`src/rtl/serdes_pkg.sv`:
```
// serdes_pkg: shared state encoding and line levels for the serial lane.
// Imported by both the serializer and the far-side deserializer.
// Keep the encoding stable: both ends of the link depend on these names.
package serdes_pkg;

  typedef enum logic [2:0] {
    IDLE,
    REQ,
    WAIT,
    START,
    DATA,
    PARITY,
    STOP
  } ser_state_t;

  localparam logic START_BIT = 1'b0;
  localparam logic STOP_BIT  = 1'b1;
  localparam logic IDLE_LVL  = 1'b1;

endpackage

```
`src/rtl/fifo_serializer.sv`:
```
// fifo_serializer: pops one word per frame from the FIFO read port and sends it on a 1-bit lane
//   (idle high, start 0, data LSB first, optional even parity, stop 1). Optional macro: SER_PARITY_EN.
// Latency: o_rr 1 cycle after IDLE sees !i_rempty; start bit 2 cycles after o_rr; 3 high cycles between frames.
// Backpressure: none mid-frame; i_rempty is only looked at in IDLE, so at most one read per frame.
module fifo_serializer
  import serdes_pkg::*;
#(
  parameter int DATA_W       = 32,
  parameter int CLKS_PER_BIT = 4,
  parameter int CNT_W        = 16
) (
  input  logic              ref_clk,
  input  logic              i_rst_n,
  input  logic              i_rempty,
  input  logic [DATA_W-1:0] i_rdata,
  output logic              o_rr,
  output logic              o_sdata,
  output logic              o_busy,
  output logic              o_frame_done,
  output logic [CNT_W-1:0]  o_tx_count
);

  localparam int TMR_W = $clog2(CLKS_PER_BIT + 1);
  localparam int IDX_W = $clog2(DATA_W + 1);
  localparam logic [TMR_W-1:0] TMR_LAST = TMR_W'(CLKS_PER_BIT - 1);
  localparam logic [IDX_W-1:0] IDX_LAST = IDX_W'(DATA_W - 1);

`ifdef SER_PARITY_EN
  localparam ser_state_t AFTER_DATA = PARITY;
`else
  localparam ser_state_t AFTER_DATA = STOP;
`endif

  ser_state_t        state_q, state_d;
  logic [TMR_W-1:0]  tmr_q, tmr_d, tmr_inc;
  logic [IDX_W-1:0]  idx_q, idx_d;
  logic [DATA_W-1:0] shreg_q, shreg_d;
  logic [CNT_W-1:0]  cnt_q, cnt_d;
  logic              rr_q, rr_d;
  logic              sdata_q, sdata_d;
  logic              busy_q, busy_d;
  logic              done_q, done_d;
  logic              bit_end;
`ifdef SER_PARITY_EN
  logic              par_q, par_d;
`endif

  assign bit_end = (tmr_q == TMR_LAST);
  assign tmr_inc = bit_end ? '0 : tmr_q + TMR_W'(1);

  // Next state, bit timer, shift register, frame counter and next values of the registered outputs.
  always_comb begin
    state_d = state_q;
    tmr_d   = '0;
    idx_d   = idx_q;
    shreg_d = shreg_q;
    cnt_d   = cnt_q;
`ifdef SER_PARITY_EN
    par_d   = par_q;
`endif
    case (state_q)
      IDLE: if (!i_rempty) state_d = REQ;
      REQ:  state_d = WAIT;
      WAIT: begin
        // FIFO data is valid now, one cycle after the read request.
        shreg_d = i_rdata;
`ifdef SER_PARITY_EN
        par_d   = ^i_rdata;
`endif
        state_d = START;
      end
      START: begin
        tmr_d = tmr_inc;
        if (bit_end) begin
          state_d = DATA;
          idx_d   = '0;
        end
      end
      DATA: begin
        tmr_d = tmr_inc;
        if (bit_end) begin
          shreg_d = shreg_q >> 1;
          if (idx_q == IDX_LAST) state_d = AFTER_DATA;
          else                   idx_d   = idx_q + IDX_W'(1);
        end
      end
      PARITY: begin
        tmr_d = tmr_inc;
        if (bit_end) state_d = STOP;
      end
      STOP: begin
        tmr_d = tmr_inc;
        if (bit_end) begin
          state_d = IDLE;
          cnt_d   = cnt_q + CNT_W'(1);
        end
      end
      default: state_d = IDLE;
    endcase

    // Outputs are decoded from the next state so they are registered yet aligned with state_q.
    rr_d   = (state_d == REQ);
    busy_d = (state_d != IDLE);
    done_d = (state_d == STOP) && (tmr_d == TMR_LAST);
    case (state_d)
      START:   sdata_d = START_BIT;
      DATA:    sdata_d = shreg_d[0];
`ifdef SER_PARITY_EN
      PARITY:  sdata_d = par_d;
`endif
      STOP:    sdata_d = STOP_BIT;
      default: sdata_d = IDLE_LVL;
    endcase
  end

  // State and datapath registers; synchronous reset drops any partial frame.
  always_ff @(posedge ref_clk) begin
    if (!i_rst_n) begin
      state_q <= IDLE;
      tmr_q   <= '0;
      idx_q   <= '0;
      shreg_q <= '0;
      cnt_q   <= '0;
      rr_q    <= 1'b0;
      sdata_q <= IDLE_LVL;
      busy_q  <= 1'b0;
      done_q  <= 1'b0;
`ifdef SER_PARITY_EN
      par_q   <= 1'b0;
`endif
    end else begin
      state_q <= state_d;
      tmr_q   <= tmr_d;
      idx_q   <= idx_d;
      shreg_q <= shreg_d;
      cnt_q   <= cnt_d;
      rr_q    <= rr_d;
      sdata_q <= sdata_d;
      busy_q  <= busy_d;
      done_q  <= done_d;
`ifdef SER_PARITY_EN
      par_q   <= par_d;
`endif
    end
  end

  assign o_rr         = rr_q;
  assign o_sdata      = sdata_q;
  assign o_busy       = busy_q;
  assign o_frame_done = done_q;
  assign o_tx_count   = cnt_q;

endmodule
```
`config.mk`:
```
export PLATFORM = sky130hd
export DESIGN_NAME = fifo_serializer
export DESIGN_NICKNAME = d
export VERILOG_FILES = /design/src/rtl/serdes_pkg.sv /design/src/rtl/fifo_serializer.sv
export SDC_FILE = /design/constraint.sdc
export NUM_CORES = 1
export LEC_CHECK = 0
export CAP_MARGIN = 20
export CORE_MARGIN = 2
export CORE_UTILIZATION = 50
export CTS_BUF_LIST = sky130_fd_sc_hd__clkbuf_2
export DETAILED_ROUTE_END_ITERATION = 10
export MAX_ROUTING_LAYER = met4
export PLACE_DENSITY = 0.8
export SLEW_MARGIN = 20
export SYNTH_ARGS = -nofsm -noshare
export SYNTH_HDL_FRONTEND = slang
export SYNTH_SLANG_ARGS = --single-unit
```
`constraint.sdc`:
```
create_clock -name ref_clk -period 3.7 [get_ports ref_clk]
set_input_delay 0.74 -clock ref_clk [delete_from_list [all_inputs] [get_ports ref_clk]]
set_output_delay 0.74 -clock ref_clk [all_outputs]
set_load 0.005 [all_outputs]
```
-- Yosys cells after proc, flatten, opt, wreduce, memory -nomap -nowiden
Index checks and enable logic that the tools add are counted.
W data, S select, Z words.
- add/subtract/negate cells: 3
- eq/ne operators: 16
- muxes and demuxes: 16
- reduce and logical (&&, ||, !) cells: 9
- operator list (operator ; number):
    $pmux W32 S2 ; 1
    $mux W32 ; 1
    $mux W3 ; 8
    $pmux W3 S7 ; 1
    $mux W6 ; 3
    $add A16 B1 Y16 const B ; 1
    $eq A3 B2 Y1 const B ; 5
    $eq A3 B3 Y1 const B ; 5
    $pmux W6 S2 ; 1
    $add A6 B1 Y6 const B ; 1
    $eq A3 B1 Y1 const B ; 2
    $eq A6 B5 Y1 const B ; 1
    $ne A2 B2 Y1 const B ; 3
    $reduce_and A2 Y1 ; 2
    $reduce_and A4 Y1 ; 1
    $reduce_bool A2 Y1 ; 2
    $reduce_or A4 Y1 ; 1
    $add A3 B1 Y3 const B ; 1
    $logic_not A3 Y1 ; 1
    $reduce_bool A3 Y1 ; 1
    $pmux W1 S2 ; 1
    $logic_and A1 B1 Y1 ; 1
- flip-flop bits (word level): 64
- output and inout bits: 20

-- Longest topological paths before layout
- depth after elaboration: 6
- depth in mapped cells: 8
- depth with buffers taken out: 6

-- Worst setup path after synthesis
No wires, ideal clock.
- kind: input to register
- from: input port i_rst_n
- to: register rr_q (netlist: o_rr)
- library setup time: 0.092 ns
- arrival: 1.527 ns
- slack: 2.082 ns
- cell stages on the path: 4
- path through: clkbuf_1 clkinv_1 clkbuf_1 nor4_1
- RTL lines (element ; RTL line ; text):
    start, declared ; fifo_serializer.sv:13 ; input logic i_rst_n,
    end signal, assigned ; fifo_serializer.sv:137 ; rr_q <= rr_d;
    end, declared ; fifo_serializer.sv:39 ; logic rr_q, rr_d;
No word-level cell between the ends.

-- Worst setup path after layout
- from: register tmr_q[0]
- to: register cnt_q[5] (netlist: o_tx_count[5])
- word-level cells in the longest chain between the ends: 2
- RTL lines (element ; RTL line ; text):
    start, declared ; fifo_serializer.sv:35 ; logic [TMR_W-1:0] tmr_q, tmr_d, tmr_inc;
    start signal, assigned ; fifo_serializer.sv:133 ; tmr_q <= tmr_d;
    $eq A3 B2 Y1 ; fifo_serializer.sv:48 ; assign bit_end = (tmr_q == TMR_LAST);
    $reduce_and A2 Y1 (no source line) ; -- ;
    end signal, assigned ; fifo_serializer.sv:136 ; cnt_q <= cnt_d;
    end, declared ; fifo_serializer.sv:38 ; logic [CNT_W-1:0] cnt_q, cnt_d;
No other way between the ends.
A chain may end at the register's enable or synchronous reset.

==> results_dict.tcl <==
set metrics [dict create \
    reg2regPathDepth 6 \
    cts_setup_buffers 0 \
    worstHoldEndpoint "shreg_q[8]" \
    synth-simple-area-share_pct 21.77 \
    synth_fp_nets 353 \
    grt_pass1_wl_microns 9970 \
    ant_nets 0 \
    wirelength_microns 5858 \
    synth-adder-area-share_pct 1.322 \
    cts_buffers 9 \
    ys_seq_elements 64 \
    rows 27 \
    pwr-share-comb_pct 9.4 \
    fin_skew_ps 24.39 \
    grt_overflow 0 \
    cp_max_fo 17 \
    synth_top_family_by_area "simple AND/OR/NAND/NOR gates" \
    antenna_found_initial 0 \
    rrSetupSlack_ps 1470 \
    synth-xor-area-share_pct 6.170 \
    power.clock.fraction_pct 35.2 \
    grt_max_degree 52 \
    die_y_microns 79.35 \
    synthMuxAreaShare_pct 0.3526 \
    peakVddDrop_mv 0.1952 \
    maxSlewHeadroom_pct 39.51 \
    layout.cells.non_filler 441 \
    sequentialPowerShare_pct 55.5 \
    end_kind "register" \
    drc_errors 0 \
    dieArea_sq_mm 0.006296 \
    gp_congestion 0.8296 \
    vias 2457 \
    final.setup.tns_ps 0 \
    finalMaxSlewViolations 0 \
    synth.distinct_cells 49 \
    period_share_pct 60.21 \
    hp-start "shreg_q[8]" \
    start_util_pct 51.56 \
    hp-class "reg -> reg" \
    via_per_inst 5.571 \
    synth-edff-count 0 \
    cts_sinks 64 \
    dp_cells 425 \
    ys_seq_area_share_pct 45.13 \
    cap_viol_max_count 0 \
    p_leak_nw 1.229 \
    n_antenna_cell 0 \
    critPathKind "reg -> reg" \
    synth_compound_area_share_pct 20.93 \
    ys.flop_type "dfxtp_1" \
    cp.required_ps 4050 \
    p_per_area_mw_per_mm2 373.7 \
    synth_warnings 0 \
    finalCriticalPeriod_ps 2228 \
    h-tree-depth 3 \
    core_sq_mm 0.005507 \
    switchingPower_uw 321.1 \
    start_kind "register" \
    dieWidth_microns 79.35 \
    holdPathStages 2 \
    cts_tree "yes" \
    swShare_pct 24.22 \
    async_flop_share_pct 0 \
    arrival_ps 2580 \
    wl_per_cell_microns 13.28 \
    netlist_instances 315 \
    area_growth_syn_to_layout_pct 24.99 \
    initialDrtViolationCount 137 \
    netlist_area_sq_mm 0.002839 \
    layout-drive-gt1-share_pct 8.672 \
    reg2reg_from "tmr_q[0]" \
    syn_avg_cell_area_sq_um 9.013 \
    clock_path_buffers 2 \
    fill_cells 467 \
    hold_viol 0 \
    firstDrtPassIters 7 \
    r2r-end "o_tx_count[5]" \
    fin_util_pct 64.44 \
    intPower_mw 1.005 \
    power_mw 1.326 \
    rsz0062_at_grt "false" \
    status "complete, no violations" \
    max_freq_ghz 0.4489 \
    track_usage_pct 20.78 \
    numPortBuffers 54 \
    holdBufCountCts 0 \
    clock_latency_ps 480 \
    post_cts_resized 0 \
    place.detailed.hpwl_microns 3978 \
    clockRootBuffer "clkbuf_2" \
    clk_pin_slew_worst_paths_ps 170 \
    grt_pass1_vias 2279 \
    io_pins 55 \
    tightest_slew_ps 907.3 \
    setup_viol_count_final 0 \
    nNetsFinal 402 \
]
sequential cells by signal (all words and copies together) (netlist names):
signal        cells
o_busy            1
o_tx_count       16
o_frame_done      1
state_q           3
tmr_q             3
idx_q             6
o_sdata           1
shreg_q          32
o_rr              1
routing by layer:
metal	global-route usage [%]	share of wire, %
met1	23.92	43
met2	34.32	51
met3	5.227	4.0
met4	9.310	1.7
met5	-	0
placed cells by master, fill, tap and decap left out, drive strengths merged, types with 4 or more instances in the layout:
master	n
clkinv	5
clkbuf	10
a21oi	37
and3	4
nor2	26
buf	5
xnor2	9
clkdlybuf4s50	54
a22oi	31
xor2	11
nor3	4
and2	4
nand2	41
o21ai	6
dfxtp	64
nand4	6
nand3	9
metrics by stage:
step                      hold slack (ps)  worst slack [ps]  instance area, sq um
after floorplan                     436.5              2082                  2839
after global placement              442.2              1278                  3415
after detailed placement            446.9              1227                  3415
after CTS                           468.1              1472                  3548
after global routing                490.4              1280                  3548
final                               469.0              1472                  3548
cell usage after synthesis, types with 3 or more instances:
cell / number / area (sq um)
nand3_1: 8 / 40.04
a22oi_1: 31 / 232.7
o21ai_0: 4 / 20.02
and2_1: 4 / 25.02
and4_1: 3 / 26.28
xnor2_1: 9 / 78.83
ha_1: 3 / 37.54
clkbuf_1: 10 / 37.54
nand4_1: 6 / 37.54
buf_2: 9 / 45.04
nor2_1: 26 / 97.59
dfxtp_1: 64 / 1281
nand2b_1: 3 / 18.77
xor2_1: 11 / 96.34
a21oi_1: 37 / 185.2
nand2_1: 41 / 153.9
and3_1: 4 / 25.02
worst max-delay path by stage:
| stage | startpoint | endpoint | slack, ps | depth (start not counted) |
|---|---|---|---|---|
| 2_1_floorplan | i_rst_n | o_rr | 2080 | 4 |
| 3_3_place_gp | i_rst_n | o_busy | 1280 | 5 |
| 3_5_place_dp | i_rst_n | o_busy | 1230 | 5 |
| 4_1_cts | o_tx_count[3] | o_tx_count[3] | 1470 | 1 |
| 5_1_grt | tmr_q[0] | o_tx_count[15] | 1280 | 6 |
| 6_report | tmr_q[0] | o_tx_count[5] | 1470 | 6 |
power groups by stage:
stage | registers, mW | logic [mW] | clock network (mW)
6_report | 0.735 | 0.125 | 0.466
3_3_place_gp | 0.749 | 0.122 | 0
4_1_cts | 0.735 | 0.125 | 0.480
3_5_place_dp | 0.750 | 0.125 | 0
5_1_grt | 0.739 | 0.138 | 0.516
2_1_floorplan | 0.739 | 0.0741 | 0
worst max-delay path, cell delays in order, from the launching register on:
cell and delay, ps:
dfxtp_1 390, ha_1 230, nand2b_1 480, nor4_4 610, and3_1 230, xnor2_1 110
nor2_1 60
final cells by class:
class,count,area (sq um),share of cell area [%]
clock inverters,6,83.83,2.362
clock buffers,10,50.05,1.410
well taps,72,90.09,2.539
inverters,4,17.52,0.4937
flip-flops and latches,64,1281,36.11
repair buffers,59,578.1,16.29
multi-input cells,226,1448,40.80
cell families after synthesis:
kind of cell	after synthesis
AO/OA/AOI/OAI	88
flip-flops	64
multiplexers	1
adder cells (fa/ha/maj)	3
AND/OR/NAND/NOR	114
XOR/XNOR	20
buffers and inverters	25
Note: power is estimated with default switching activity, not from simulation.
